$ cat src/rtl/cby_param_ccff_shadow.sv
// Parametrised Y-direction connection block. A serial config chain loads a shadow
// image that is copied atomically to the active select register on a commit strobe.
module cby_param_ccff_shadow #(
  parameter int CHAN_WIDTH = 9,
  parameter int NUM_IPIN   = 10,
  parameter int MUX_SIZE   = 6,
  parameter int SEL_BITS   = 3,
  parameter int TRACK_STEP = 4,
  parameter int TOTAL_BITS = NUM_IPIN * SEL_BITS
) (
  input  logic                  prog_clk,
  input  logic                  pReset,
  input  logic [CHAN_WIDTH-1:0] chany_bottom_in,
  input  logic [CHAN_WIDTH-1:0] chany_top_in,
  output logic [CHAN_WIDTH-1:0] chany_bottom_out,
  output logic [CHAN_WIDTH-1:0] chany_top_out,
  output logic [NUM_IPIN-1:0]   ipin_out,
  input  logic                  ccff_head,
  input  logic                  ccff_en,
  input  logic                  ccff_commit,
  input  logic                  ccff_clear,
  output logic                  ccff_tail,
  output logic                  cfg_armed,
  output logic                  cfg_err
);

  localparam int CNT_W = $clog2(TOTAL_BITS + 2);
  localparam logic [CNT_W-1:0] CNT_FULL = CNT_W'(TOTAL_BITS);
  localparam logic [CNT_W-1:0] CNT_OVER = CNT_W'(TOTAL_BITS + 1);

  localparam logic [1:0] ST_IDLE  = 2'd0;
  localparam logic [1:0] ST_SHIFT = 2'd1;
  localparam logic [1:0] ST_ARMED = 2'd2;
  localparam logic [1:0] ST_OVER  = 2'd3;

  if ((MUX_SIZE % 2) != 0 || MUX_SIZE > 2 * CHAN_WIDTH || (1 << SEL_BITS) < MUX_SIZE)
  begin : g_bad_params
    $error("cby_param_ccff_shadow: inconsistent MUX_SIZE / SEL_BITS / CHAN_WIDTH");
  end

  logic [TOTAL_BITS-1:0] chain_q, chain_d;
  logic [TOTAL_BITS-1:0] active_q, active_d;
  logic [CNT_W-1:0]      cnt_q, cnt_d;
  logic [1:0]            state_q, state_d;
  logic                  err_q, err_d;
  logic                  commit_ok;

  function automatic logic [1:0] state_of(input logic [CNT_W-1:0] c);
    if (c == '0)
      return ST_IDLE;
    else if (c < CNT_FULL)
      return ST_SHIFT;
    else if (c == CNT_FULL)
      return ST_ARMED;
    else
      return ST_OVER;
  endfunction

  // Commit is judged on the pre-edge state, so a shift in the same cycle never
  // leaks into the active image.
  always_comb begin
    chain_d   = chain_q;
    active_d  = active_q;
    cnt_d     = cnt_q;
    state_d   = state_q;
    err_d     = err_q;
    commit_ok = ccff_commit && (state_q == ST_ARMED);

    if (ccff_en)
      chain_d = {chain_q[TOTAL_BITS-2:0], ccff_head};

    if (ccff_clear) begin
      cnt_d   = '0;
      state_d = ST_IDLE;
      err_d   = 1'b0;
    end else begin
      if (ccff_en && cnt_q != CNT_OVER)
        cnt_d = cnt_q + CNT_W'(1);
      if (ccff_commit) begin
        if (commit_ok) begin
          active_d = chain_q;
          cnt_d    = '0;
          if (ccff_en)
            err_d = 1'b1;
        end else begin
          err_d = 1'b1;
        end
      end
      state_d = state_of(cnt_d);
      if (state_d == ST_OVER)
        err_d = 1'b1;
    end
  end

  always_ff @(posedge prog_clk or posedge pReset) begin
    if (pReset) begin
      chain_q  <= '0;
      active_q <= '0;
      cnt_q    <= '0;
      state_q  <= ST_IDLE;
      err_q    <= 1'b0;
    end else begin
      chain_q  <= chain_d;
      active_q <= active_d;
      cnt_q    <= cnt_d;
      state_q  <= state_d;
      err_q    <= err_d;
    end
  end

  assign ccff_tail        = chain_q[TOTAL_BITS-1];
  assign cfg_armed        = (state_q == ST_ARMED);
  assign cfg_err          = err_q;
  assign chany_bottom_out = chany_top_in;
  assign chany_top_out    = chany_bottom_in;

  // Input k of pin i taps track (i + (k>>1)*TRACK_STEP) mod CHAN_WIDTH; even k from
  // below, odd k from above. Selects past MUX_SIZE match no input and drive 0.
  always_comb begin
    logic [SEL_BITS-1:0] sel;
    int                  t;
    ipin_out = '0;
    sel      = '0;
    t        = 0;
    for (int i = 0; i < NUM_IPIN; i++) begin
      sel = active_q[i*SEL_BITS +: SEL_BITS];
      for (int k = 0; k < MUX_SIZE; k++) begin
        t = (i + (k / 2) * TRACK_STEP) % CHAN_WIDTH;
        if (int'(sel) == k)
          ipin_out[i] = ((k % 2) != 0) ? chany_top_in[t] : chany_bottom_in[t];
      end
    end
  end

endmodule

$ cat config.mk
export PLATFORM = sky130hd
export DESIGN_NAME = cby_param_ccff_shadow
export DESIGN_NICKNAME = d
export VERILOG_FILES = /design/src/rtl/cby_param_ccff_shadow.sv
export SDC_FILE = /design/constraint.sdc
export NUM_CORES = 1
export LEC_CHECK = 0
export CAP_MARGIN = 40
export CORE_MARGIN = 2
export CORE_UTILIZATION = 30
export CTS_CLUSTER_SIZE = 8
export DETAILED_ROUTE_END_ITERATION = 8
export SKIP_CTS_REPAIR_TIMING = 1
export SLEW_MARGIN = 30
export SYNTH_ARGS = -nofsm -noshare
export SYNTH_HDL_FRONTEND = slang
export SYNTH_SLANG_ARGS = --single-unit
$ cat constraint.sdc
create_clock -name prog_clk -period 2.35 [get_ports prog_clk]
set_input_delay 0.3525 -clock prog_clk [delete_from_list [all_inputs] [get_ports prog_clk]]
set_output_delay 0.3525 -clock prog_clk [all_outputs]
set_load 0.005 [all_outputs]
==> results of run 1 <==
[metrics by stage]
| stage | std cells | hold slack (ns) | setup WS, ns | power, mW | utilization [%] |
|---|---|---|---|---|---|
| finish | 448 | 0.320 | 0.172 | 3.08 | 40.4 |
| global route | 448 | 0.343 | 0.0646 | 3.26 | 40.4 |
| CTS | 440 | 0.316 | -0.138 | 3.13 | 39.1 |
| detailed placement | 424 | 0.486 | -0.134 | 2.03 | 37.0 |
| global placement | 424 | 0.482 | -0.114 | 2.02 | 37.0 |
| floorplan | 242 | 0.467 | 0.282 | 1.82 | - |
[layer usage]
| layer | up-vias | wire length, um | part of all wire, % |
|---|---|---|---|
| li1 | 984 | - | - |
| met1 | 1050 | 3080 | 46 |
| met2 | 38 | 3210 | 48 |
| met3 | 9 | 368 | 5.5 |
| met4 | 0 | 82 | 1.2 |
| met5 | - | 0 | 0 |
[cell families (layout without fill, tap and decap cells)]
kind of cell | count (synthesis) | in the layout | synth area share [%]
multiplexers | 90 | 90 | 33.3
flip-flops | 68 | 68 | 51.0
AND/OR/NAND/NOR | 40 | 40 | 6.22
buffers and inverters | 29 | 95 | 5.69
AO/OA/AOI/OAI | 10 | 10 | 2.25
XOR/XNOR | 3 | 3 | 0.787
adder cells (fa/ha/maj) | 2 | 2 | 0.749
[registers in the layout, summed over array words and instances, names as in the netlist]
| register | count |
|---|---|
| cnt_q | 5 |
| state_q | 2 |
| active_q | 30 |
| cfg_err | 1 |
| chain_q | 30 |
[power breakdown]
part / switching [mW] / leakage [nW] / internal (mW)
registers: 0.156 / 0.893 / 1.39
logic: 0.153 / 1.17 / 0.300
clock network: 0.484 / 0.110 / 0.603
total: 0.792 / 2.17 / 2.29
[final cells by class]
class	count	area, um2	share of cell area [%]
multi-input combinational	145	1470	33.4
inverter	1	3.75	0.0856
timing repair buffer	78	813	18.6
sequential	68	1700	38.9
clock inverter	7	98.8	2.25
clock buffer	9	124	2.83
tap	140	175	4.00
[worst paths after layout]
check | startpoint | to | slack, ns | cells past startpoint
max | cnt_q[1] | state_q[0] | 0.17 | 7
min | pReset | chain_q[5] | 0.32 | 2
max reg2reg | cnt_q[1] | state_q[0] | 0.17 | 7
min reg2reg | active_q[2] | active_q[2] | 0.50 | 1
max in group asynchronous | pReset | active_q[24] | 1.43 | 3
min in group prog_clk | active_q[2] | active_q[2] | 0.50 | 1
[cells in the final DEF (no fill, tap or decap), types with 3 or more instances in the layout]
master           instances
clkdlybuf4s50_1         27
mux2_2                  40
clkbuf_8                 9
buf_4                   22
dfrtp_1                 66
dlymetal6s2s_1          27
nor2_1                  15
a21oi_1                  3
mux2i_1                 10
nand2_1                  7
mux2_1                  30
mux4_2                  10
==> results.cfg, run 1 <==
[status]
outcome = finished clean

[yosys]
ys_seq_elements = 68
syn_area_um2 = 3340
avgSynthCellArea_um2 = 13.8
synth_area_leader_cell = dfrtp_1
ys.flop_type = dfrtp_1
synth_commonest_cells = 68 x dfrtp_1, 40 x mux2_2, 30 x mux2_1, 18 x buf_4, 16 x nor2_1
yosysSeqAreaShare_pct = 51.0
synthDistinctLibCells = 36
synth_edf_count = 0
synth_top_area_share_pct = 51.0
synth_area_leaders = dfrtp_1 51%, mux2_2 13%, mux2_1 10%, mux4_2 6.7%, buf_4 4.0%
async_reset_ff_share_pct = 100
yosys_warnings = 0
synth.most_common_cell = dfrtp_1
synth_nets = 268
synthCells = 242

[route]
wire_per_inst_um = 15.0
drtIter0Drc = 75
wl_mm = 6.74
vias = 2081
dr.pass1.iters = 4
vias_per_cell = 4.65
antenna_left = 0
drc = 0

[setup_path]
crit_chain = ha_1 > and3_1 > ha_1 > nor2b_4 > or4_1 > a2111oi_2 > nor3_1
cp_max_fo = 5
crit_buf_inv = 0
path_delay_family = simple AND/OR/NAND/NOR gates
required_ns = 2.56
crit_slowest_cell = or4_1
cp-start-kind = flip-flop
critPathCaptureType = flip-flop
max_stage_delay_ns = 0.43
critPathArrivalTime_ns = 2.39
crit_type = reg -> reg
crit_top_cell = ha_1

[die]
rows = 38
core_um2 = 10800
die_h_um = 110
pin_count = 55
start_util_pct = 30.8
die-area_um2 = 12000
die_w_um = 110

[grt]
grt_pass1_vias = 2074
top_usage_layer = met2
grt_util_met1_pct = 15.8
grt-ovfl-total = 0
grt_util_met2_pct = 18.9
grt_antenna_before_repair = 0
met3_usage_pct = 4.51
grt_pass1_wl_mm = 11.0
grtUsageTotal_pct = 12.1
grt_max_degree = 36

[flow_run]
maxCapViolCount = 0

[pwr]
power_density_nw_per_um2 = 703
ir_drop_v = 0.000382
power.leakage_nw = 2.17

[sta]
worst_pin_slew_ns = 0.408
hold_violations = 0
setup_tns_ns = 0
max_freq_ghz = 0.459
setup_viol = 0
relSlewSlack_pct = 72.7
skew_ns = 0.0128
finalCriticalPeriod_ns = 2.18
min_period_over_period_pct = 92.7
slew_violations = 0
rsz0062_at_grt = false

[final_layout]
nets = 329
final_area_um2 = 4380
layout-drive-gt1-share_pct = 32.5
area_delta_synth_final_pct = 31.3
insertedDiodeCount = 0
fill_cells = 1039

[clock_tree]
htreeDepth = 3
root_buffer = clkbuf_8
clkTransAtPathRegs_ns = 0.08
clockBufferDepth = 2
cts.sinks = 68
clk_latency_ns = 0.35
cts_made_buffers = 9
cts_tree = yes

[placement]
gp_congestion = 0.769
place_area_um2 = 4020
io_buffers = 54
hpwlAfterDp_mm = 4.75

[min_path]
hold_class = in -> async
Note: power is estimated with default switching activity, not from simulation.
==> run 2, diff against run 1 <==
Clock period 2.35 ns to 1.9 ns, I/O delays scaled along.
==> results.cfg, run 2 (synthesis gave the netlist of run 1 again) <==
[final_layout]
multi_input_area_um2 = 1590
final_common_cell = dfrtp_1
most-common-layout-cells = 67 x dfrtp_1, 38 x buf_4, 34 x mux2_2, 32 x clkdlybuf4s50_1, 30 x mux2_1
insertedDiodeCount = 0
nets = 347
reg_top3 = active_q x30, chain_q x30, cnt_q x5
area_delta_synth_final_pct = 36.0
layout-drive-gt1-share_pct = 40.9
stdcell_count = 465
register_area_um2 = 1700
fill_cells = 1043

[clock_tree]
clockBufferDepth = 2
clk_latency_ns = 0.35
cts_made_buffers = 9
cts.sinks = 68
clkTransAtPathRegs_ns = 0.09
root_buffer = clkbuf_8
htreeDepth = 3
cts_tree = yes

[setup_path]
crit_slowest_cell = mux4_2
required_ns = 1.62
r2r_end = state_q[0]
rr_startpoint = cnt_q[0]
path_delay_family = multiplexers
rrSetupSlack_ns = 0
crit_chain = clkdlybuf4s50_1 > mux4_2 > mux2_4 > clkbuf_2
crit_buf_inv = 2
critPathArrivalTime_ns = 1.68
cp-start-kind = primary input
cp-startpoint = chany_bottom_in[0]
reg2reg_depth = 7
max_stage_delay_ns = 0.50
crit_type = in -> out
critPathCaptureType = primary output
cp_max_fo = 5

[sta]
fin_ws_ns = -0.0680
fin_hold_ws_ns = 0.308
skew_ns = 0.0139
slew_violations = 0
relSlewSlack_pct = 66.7
hold_violations = 0
rsz0062_at_grt = true
worst_pin_slew_ns = 0.499
max_freq_ghz = 0.508
setup_viol = 6
finalCriticalPeriod_ns = 1.97
min_period_over_period_pct = 104

[route]
drc = 0
wl_mm = 7.37
vias_per_cell = 4.69
drtIter0Drc = 59
dr.pass1.iters = 4
vias = 2182
antenna_left = 0
wire_per_inst_um = 15.8

[status]
violations = negative setup slack
outcome = complete, but fails checks

[pwr]
ir_drop_v = 0.000313
power.leakage_nw = 2.14
power_density_nw_per_um2 = 816

[grt]
grt_pass1_vias = 2305
grt-ovfl-total = 0
grt_antenna_before_repair = 0
grt_pass1_wl_mm = 11.9
grtUsageTotal_pct = 13.3
grt_max_degree = 31

[die]
core_um2 = 10800
die_h_um = 110
pin_count = 55
die-area_um2 = 12000
start_util_pct = 30.8
rows = 38
die_w_um = 110

[min_path]
hold_class = in -> async

[placement]
io_buffers = 54
hpwlAfterDp_mm = 5.31
dp.cells = 442
gp_congestion = 0.801

[flow_run]
maxCapViolCount = 0
## run 2: report_power, final
| part | switching, mW | internal (mW) |
|---|---|---|
| sequential | 0.199 | 1.72 |
| combinational | 0.213 | 0.401 |
| clock | 0.569 | 0.606 |
| total | 0.981 | 2.72 |
## run 2: metrics by stage
step | area, um2 | util [%] | TNS [ns] | total power, mW | setup WS (ns)
after floorplan | 3410 | - | -0.0681 | 2.27 | -0.0681
after global routing | 4540 | 41.9 | -0.834 | 3.91 | -0.116
final | 4540 | 41.9 | -0.139 | 3.71 | -0.0680
after detailed placement | 4230 | 39.0 | -4.04 | 2.57 | -0.474
after CTS | 4420 | 40.8 | -4.11 | 3.75 | -0.474
after global placement | 4230 | 39.0 | -3.94 | 2.54 | -0.464
## run 2: how the worst max path moves through the flow
| stage | endpoint | slack, ns | cells after the start |
|---|---|---|---|
| after floorplan | state_q[0] | -0.07 | 8 |
| after global placement | ipin_out[9] | -0.46 | 4 |
| after detailed placement | ipin_out[4] | -0.47 | 4 |
| after CTS | ipin_out[4] | -0.47 | 4 |
| after global routing | ipin_out[9] | -0.12 | 3 |
| final | ipin_out[9] | -0.07 | 4 |
## run 2: metal layers
| metal | routed length [um] | global-route usage [%] | part of all wire, % | vias up |
|---|---|---|---|---|
| li1 | - | - | - | 1013 |
| met3 | 360 | 3.73 | 4.9 | 9 |
| met5 | 0 | 0 | 0 | - |
| met2 | 3680 | 21.5 | 50 | 47 |
| met1 | 3260 | 16.9 | 44 | 1113 |
| met4 | 74 | 5.06 | 1.0 | 0 |
## run 2: area by class of cell
class | count | share of cell area [%]
Tap cell | 140 | 3.86
Clock buffer | 10 | 2.81
Sequential cell | 68 | 37.5
Timing Repair Buffer | 96 | 19.3
Clock inverter | 5 | 1.40
Inverter | 1 | 0.165
Multi-Input combinational cell | 145 | 35.0
